--- src/rtl/muldiv_seq.sv ---
// Sequential unsigned 16x16 multiply / 16/16 divide that time-shares the integer ALU; 16 RUN cycles plus one DONE cycle.
// No backpressure: start is taken only in IDLE and ignored while busy; done is a single-cycle pulse.
module muldiv_seq (
    input  logic        clk,
    input  logic        reset,
    input  logic        start,
    input  logic        op,
    input  logic [15:0] a,
    input  logic [15:0] b,
    output logic [15:0] alu_r,
    output logic [15:0] alu_s,
    output logic [3:0]  alu_op,
    input  logic [15:0] alu_y,
    input  logic        alu_c,
    output logic        busy,
    output logic        done,
    output logic        div_by_zero,
    output logic [15:0] result_hi,
    output logic [15:0] result_lo
);
    typedef enum logic [1:0] {S_IDLE, S_RUN, S_DONE} state_t;

    localparam logic [3:0] OP_PASS_S = 4'b0000;
    localparam logic [3:0] OP_PASS_R = 4'b0001;
    localparam logic [3:0] OP_ADD    = 4'b0100;
    localparam logic [3:0] OP_SUB    = 4'b0101;

    state_t      state_q, state_d;
    logic [15:0] acc_q, acc_d;
    logic [15:0] q_q, q_d;
    logic [15:0] opnd_q, opnd_d;
    logic [4:0]  cnt_q, cnt_d;
    logic        mode_q, mode_d;
    logic        dbz_q, dbz_d;
    logic [15:0] res_hi_q, res_hi_d;
    logic [15:0] res_lo_q, res_lo_d;
    logic        busy_q, busy_d;
    logic        done_q, done_d;
    logic [15:0] rem_shift;

    // Divide: partial remainder shifted left with the next dividend bit; acc[15] is the 17th bit.
    assign rem_shift = {acc_q[14:0], q_q[15]};

    always_comb begin
        state_d  = state_q;
        acc_d    = acc_q;
        q_d      = q_q;
        opnd_d   = opnd_q;
        cnt_d    = cnt_q;
        mode_d   = mode_q;
        dbz_d    = dbz_q;
        res_hi_d = res_hi_q;
        res_lo_d = res_lo_q;
        alu_r    = 16'h0000;
        alu_s    = 16'h0000;
        alu_op   = OP_PASS_S;

        case (state_q)
            S_IDLE: begin
                if (start) begin
                    mode_d = op;
                    opnd_d = b;
                    q_d    = a;
                    acc_d  = 16'h0000;
                    cnt_d  = 5'd0;
                    dbz_d  = 1'b0;
                    if (op && (b == 16'h0000)) begin
                        state_d  = S_DONE;
                        dbz_d    = 1'b1;
                        res_hi_d = a;
                        res_lo_d = 16'hFFFF;
                    end else begin
                        state_d = S_RUN;
                    end
                end
            end
            S_RUN: begin
                alu_s = opnd_q;
                if (!mode_q) begin
                    alu_r  = acc_q;
                    alu_op = q_q[0] ? OP_ADD : OP_PASS_R;
                    acc_d  = {alu_c, alu_y[15:1]};
                    q_d    = {alu_y[0], q_q[15:1]};
                end else begin
                    alu_r  = rem_shift;
                    alu_op = OP_SUB;
                    if (acc_q[15] || !alu_c) begin
                        acc_d = alu_y;
                        q_d   = {q_q[14:0], 1'b1};
                    end else begin
                        acc_d = rem_shift;
                        q_d   = {q_q[14:0], 1'b0};
                    end
                end
                cnt_d = cnt_q + 5'd1;
                // Results are captured on entry to DONE so they are valid alongside the done pulse.
                if (cnt_q == 5'd15) begin
                    state_d  = S_DONE;
                    res_hi_d = acc_d;
                    res_lo_d = q_d;
                end
            end
            S_DONE: begin
                state_d = S_IDLE;
            end
            default: begin
                state_d = S_IDLE;
            end
        endcase

        busy_d = (state_d != S_IDLE);
        done_d = (state_d == S_DONE);
    end

    always_ff @(posedge clk or posedge reset) begin
        if (reset) begin
            state_q  <= S_IDLE;
            acc_q    <= 16'h0000;
            q_q      <= 16'h0000;
            opnd_q   <= 16'h0000;
            cnt_q    <= 5'd0;
            mode_q   <= 1'b0;
            dbz_q    <= 1'b0;
            res_hi_q <= 16'h0000;
            res_lo_q <= 16'h0000;
            busy_q   <= 1'b0;
            done_q   <= 1'b0;
        end else begin
            state_q  <= state_d;
            acc_q    <= acc_d;
            q_q      <= q_d;
            opnd_q   <= opnd_d;
            cnt_q    <= cnt_d;
            mode_q   <= mode_d;
            dbz_q    <= dbz_d;
            res_hi_q <= res_hi_d;
            res_lo_q <= res_lo_d;
            busy_q   <= busy_d;
            done_q   <= done_d;
        end
    end

    assign busy        = busy_q;
    assign done        = done_q;
    assign div_by_zero = dbz_q;
    assign result_hi   = res_hi_q;
    assign result_lo   = res_lo_q;
endmodule

--- config.mk ---
export PLATFORM = sky130hd
export DESIGN_NAME = muldiv_seq
export DESIGN_NICKNAME = d
export VERILOG_FILES = /design/src/rtl/muldiv_seq.sv
export SDC_FILE = /design/constraint.sdc
export NUM_CORES = 1
export LEC_CHECK = 0
export BUFFER_PORTS_ARGS = -buffer_cell sky130_fd_sc_hd__buf_4
export CELL_PAD_IN_SITES_DETAIL_PLACEMENT = 1
export CELL_PAD_IN_SITES_GLOBAL_PLACEMENT = 1
export CORE_AREA = 2 2 113 115
export DETAILED_ROUTE_END_ITERATION = 6
export DIE_AREA = 0 0 115 117
export HOLD_SLACK_MARGIN = 0.03
export MAX_ROUTING_LAYER = met4
export PLACE_DENSITY_LB_ADDON = 0.1
export SLEW_MARGIN = 20
export SYNTH_ARGS = -nofsm -noshare
export SYNTH_HDL_FRONTEND = slang
export SYNTH_SLANG_ARGS = --single-unit
--- constraint.sdc ---
create_clock -name clk -period 3.2 [get_ports clk]
set_input_delay 0 -clock clk [delete_from_list [all_inputs] [get_ports clk]]
set_output_delay 0 -clock clk [all_outputs]
set_load 0.03 [all_outputs]
==> qor.yml <==
synth_top_family_by_area: "multiplexers"
start_util: 0.397
synth_seq_cells: 91
clk_latency_ns: 0.34
rows: 41
clkPwrFrac: 0.152
post-route-drc-count: 0
cts_max_level: 3
fin_tns_setup_ns: 0
dpl_worst_slack_ns: 0.656
hold_depth: 4
status: "finished, final reports clean"
cpMaxStageDelayCell: "o21ai_4"
portBuffers: 121
hold_violations: 0
final_common_cell: "buf_4"
dpl.cell_count: 696
die_y_um: 117
ys_seq_area_frac: 0.465
reg2reg_depth: 5
cp-end-kind: "flop"
grt_max_degree: 52
clkSlewWorstSetupHoldPaths_ns: 0.06
vias: 3961
worst-path-buf-inv: 3
io_pins: 124
synth-simple-area-share: 0.138
cts_resized: 0
intPower_mw: 4.10
r2r-end: "result_lo[9]"
antennaDiodeCount: 0
dr.pass1.iters: 4
drt-total-wl_um: 14300
crit_required_ns: 3.43
slew_headroom: 0.404
crit_fanout: 19
stdcell_area_um2: 6690
final_cells: 764
cts-root-buf: "clkbuf_16"
cp_top_family: "buffers and inverters"
antenna_found_initial: 0
dp_hpwl_um: 9320
grt_usage: 0.230
netSwitchingFraction: 0.443
hp-class: "input port to flop"
p_leak_nw: 3.13
fmax_mhz: 386
vias_per_cell: 5.18
core_um2: 12300
period_needed_ns: 2.59
start_kind: "input port"
regArea_um2: 2280
sequentialPowerShare: 0.285
regToRegStartpoint: "state_q[0]"
critPathMostFrequentCell: "buf_4"
max_stage_delay_ns: 0.76
fin_hold_ws_ns: 0.0370
grt-ovfl-total: 0
drive_above_1_share: 0.332
path_cells: "dlygate4sd3_1 -> buf_4 -> nor4_2 -> nand3_2 -> o21ai_4 -> buf_4 -> mux2_4"
antenna_left: 0
yosysWarningCount: 0
grt_pass1_wl_um: 23000
postSynthCellCount: 449
synth-xor-area-share: 0
p_per_area_nw_per_um2: 1100
post-cts-setup-buffers: 0
cts_buffers: 9
first_global_vias: 4302
p_comb_frac: 0.563
synthAdderAreaFrac: 0.00512
slew_violations: 0
wl_per_cell_um: 18.7
cap_violations: 0
dieArea_um2: 13500
fin_skew_ns: 0.00511
rsz0062_at_grt: "false"
arrival_ns: 2.82
fin_crit_sh: 0.809
place.gp.congestion: 0.766
power.switching_mw: 3.26
cts_tree: "built"
synth-compound-area-share: 0.119
die_w_um: 115
critPathKind: "input port to flop"
syn_avg_cell_area_um2: 10.9
setup_ws_ns: 0.611
min_from: "a[2]"
clkSinkCount: 91
setup_viol: 0
worst_pin_slew_ns: 0.890
area_delta_synth_final_pct: 36.8
clk_path_buf_depth: 2
drtIter0Drc: 216
min_to: "result_hi[2]"
netlist_area_um2: 4890
nFillCells: 1334
reg2reg_setup_slack_ns: 0.66
yosys.cell_types.count: 39
nets: 664
final_cell_mix: "130 x buf_4, 90 x dfrtp_1, 54 x o21ai_0"
placed_cell_area_um2: 5860
max-vdd-ir-drop_uv: 522
synthMuxAreaShare: 0.224
multiInputGateArea_um2: 2400
## how the worst max path moves through the flow
stage                    start       endpoint  slack [ns]  depth (start not counted)
floorplan                reset       acc_q[0]        0.84                          1
global placement    state_q[1]  result_lo[13]        0.75                          5
detailed placement  state_q[0]   result_lo[9]        0.66                          5
CTS                       b[1]   result_lo[9]        0.60                          7
global route              b[1]   result_lo[9]        0.53                          7
finish                    b[1]   result_lo[9]        0.61                          7
## kinds of logic after synthesis
logic type               Yosys count
AO/OA/AOI/OAI                     96
adder cells (fa/ha/maj)            2
buffers and inverters             39
flip-flops                        91
multiplexers                      93
other                              1
AND/OR/NAND/NOR                  127
## layer usage
metal	up-vias	GRT usage	part of all wire
met4	0	0.0779	0.015
met2	95	0.366	0.49
met5	-	-	0
met3	13	0.0309	0.035
li1	1892	-	-
met1	1961	0.305	0.46
## power groups by stage
stage	Combinational, mW	Clock, mW	Sequential, mW
final	4.14	1.12	2.10
after global placement	3.94	0	2.09
after CTS	4.17	1.15	2.10
after global routing	4.49	1.20	2.17
after detailed placement	4.01	0	2.11
after floorplan	2.52	0	2.26
## synth_stat cells (all sizes together)
library cell,count,area [um2]
clkinv,1,3.75
dfrtp,91,2280
nor4,2,25.0
and2,16,100
inv,4,15.0
nand2,50,188
nor2,25,93.8
clkbuf,14,63.8
o21ai,57,297
nand2b,4,25.0
nand3b,1,7.51
a21oi,3,15.0
a22o,3,26.3
and3,1,6.26
o22ai,1,6.26
ha,2,25.0
mux2i,46,460
and3b,15,131
buf,20,153
a211oi,16,120
mux2,47,634
nand3,2,15.0
nor3,1,5.00
a21boi,15,113
nor3b,2,20.0
nor2b,6,37.5
a31oi,1,6.26
conb,1,3.75
nand4,2,18.8
## sequential cells by signal, summed over array words and instances, names as in the netlist
register / cells
q_q: 16
done: 1
state_q: 2
result_lo: 16
acc_q: 16
busy: 1
opnd_q: 16
cnt_q: 5
result_hi: 16
mode_q: 1
div_by_zero: 1
## cell type report
type | instances | area share
Timing Repair Buffer | 182 | 0.224
Clock inverter | 4 | 0.00710
Clock buffer | 12 | 0.0398
Tap cell | 150 | 0.0280
Sequential cell | 91 | 0.340
Inverter | 5 | 0.00299
Multi-Input combinational cell | 320 | 0.358
## tightest hold or removal path: cells and delay by family
kind,cells,cell delay [ns]
AO/OA/AOI/OAI,1,0.07
multiplexers,1,0.14
buffers and inverters,1,0.09
AND/OR/NAND/NOR,1,0.05
## metrics by stage
step                utilization  power [mW]
detailed placement        0.476        6.12
floorplan                     -        4.78
finish                    0.544        7.36
CTS                       0.544        7.41
global placement          0.476        6.03
global route              0.544        7.86
## timing repair
item,4_1_cts,5_1_grt
setup endpoints to repair,0,0
hold endpoints to repair,91,0
hold buffers,52,0
Note: power is estimated with default switching activity, not from simulation.
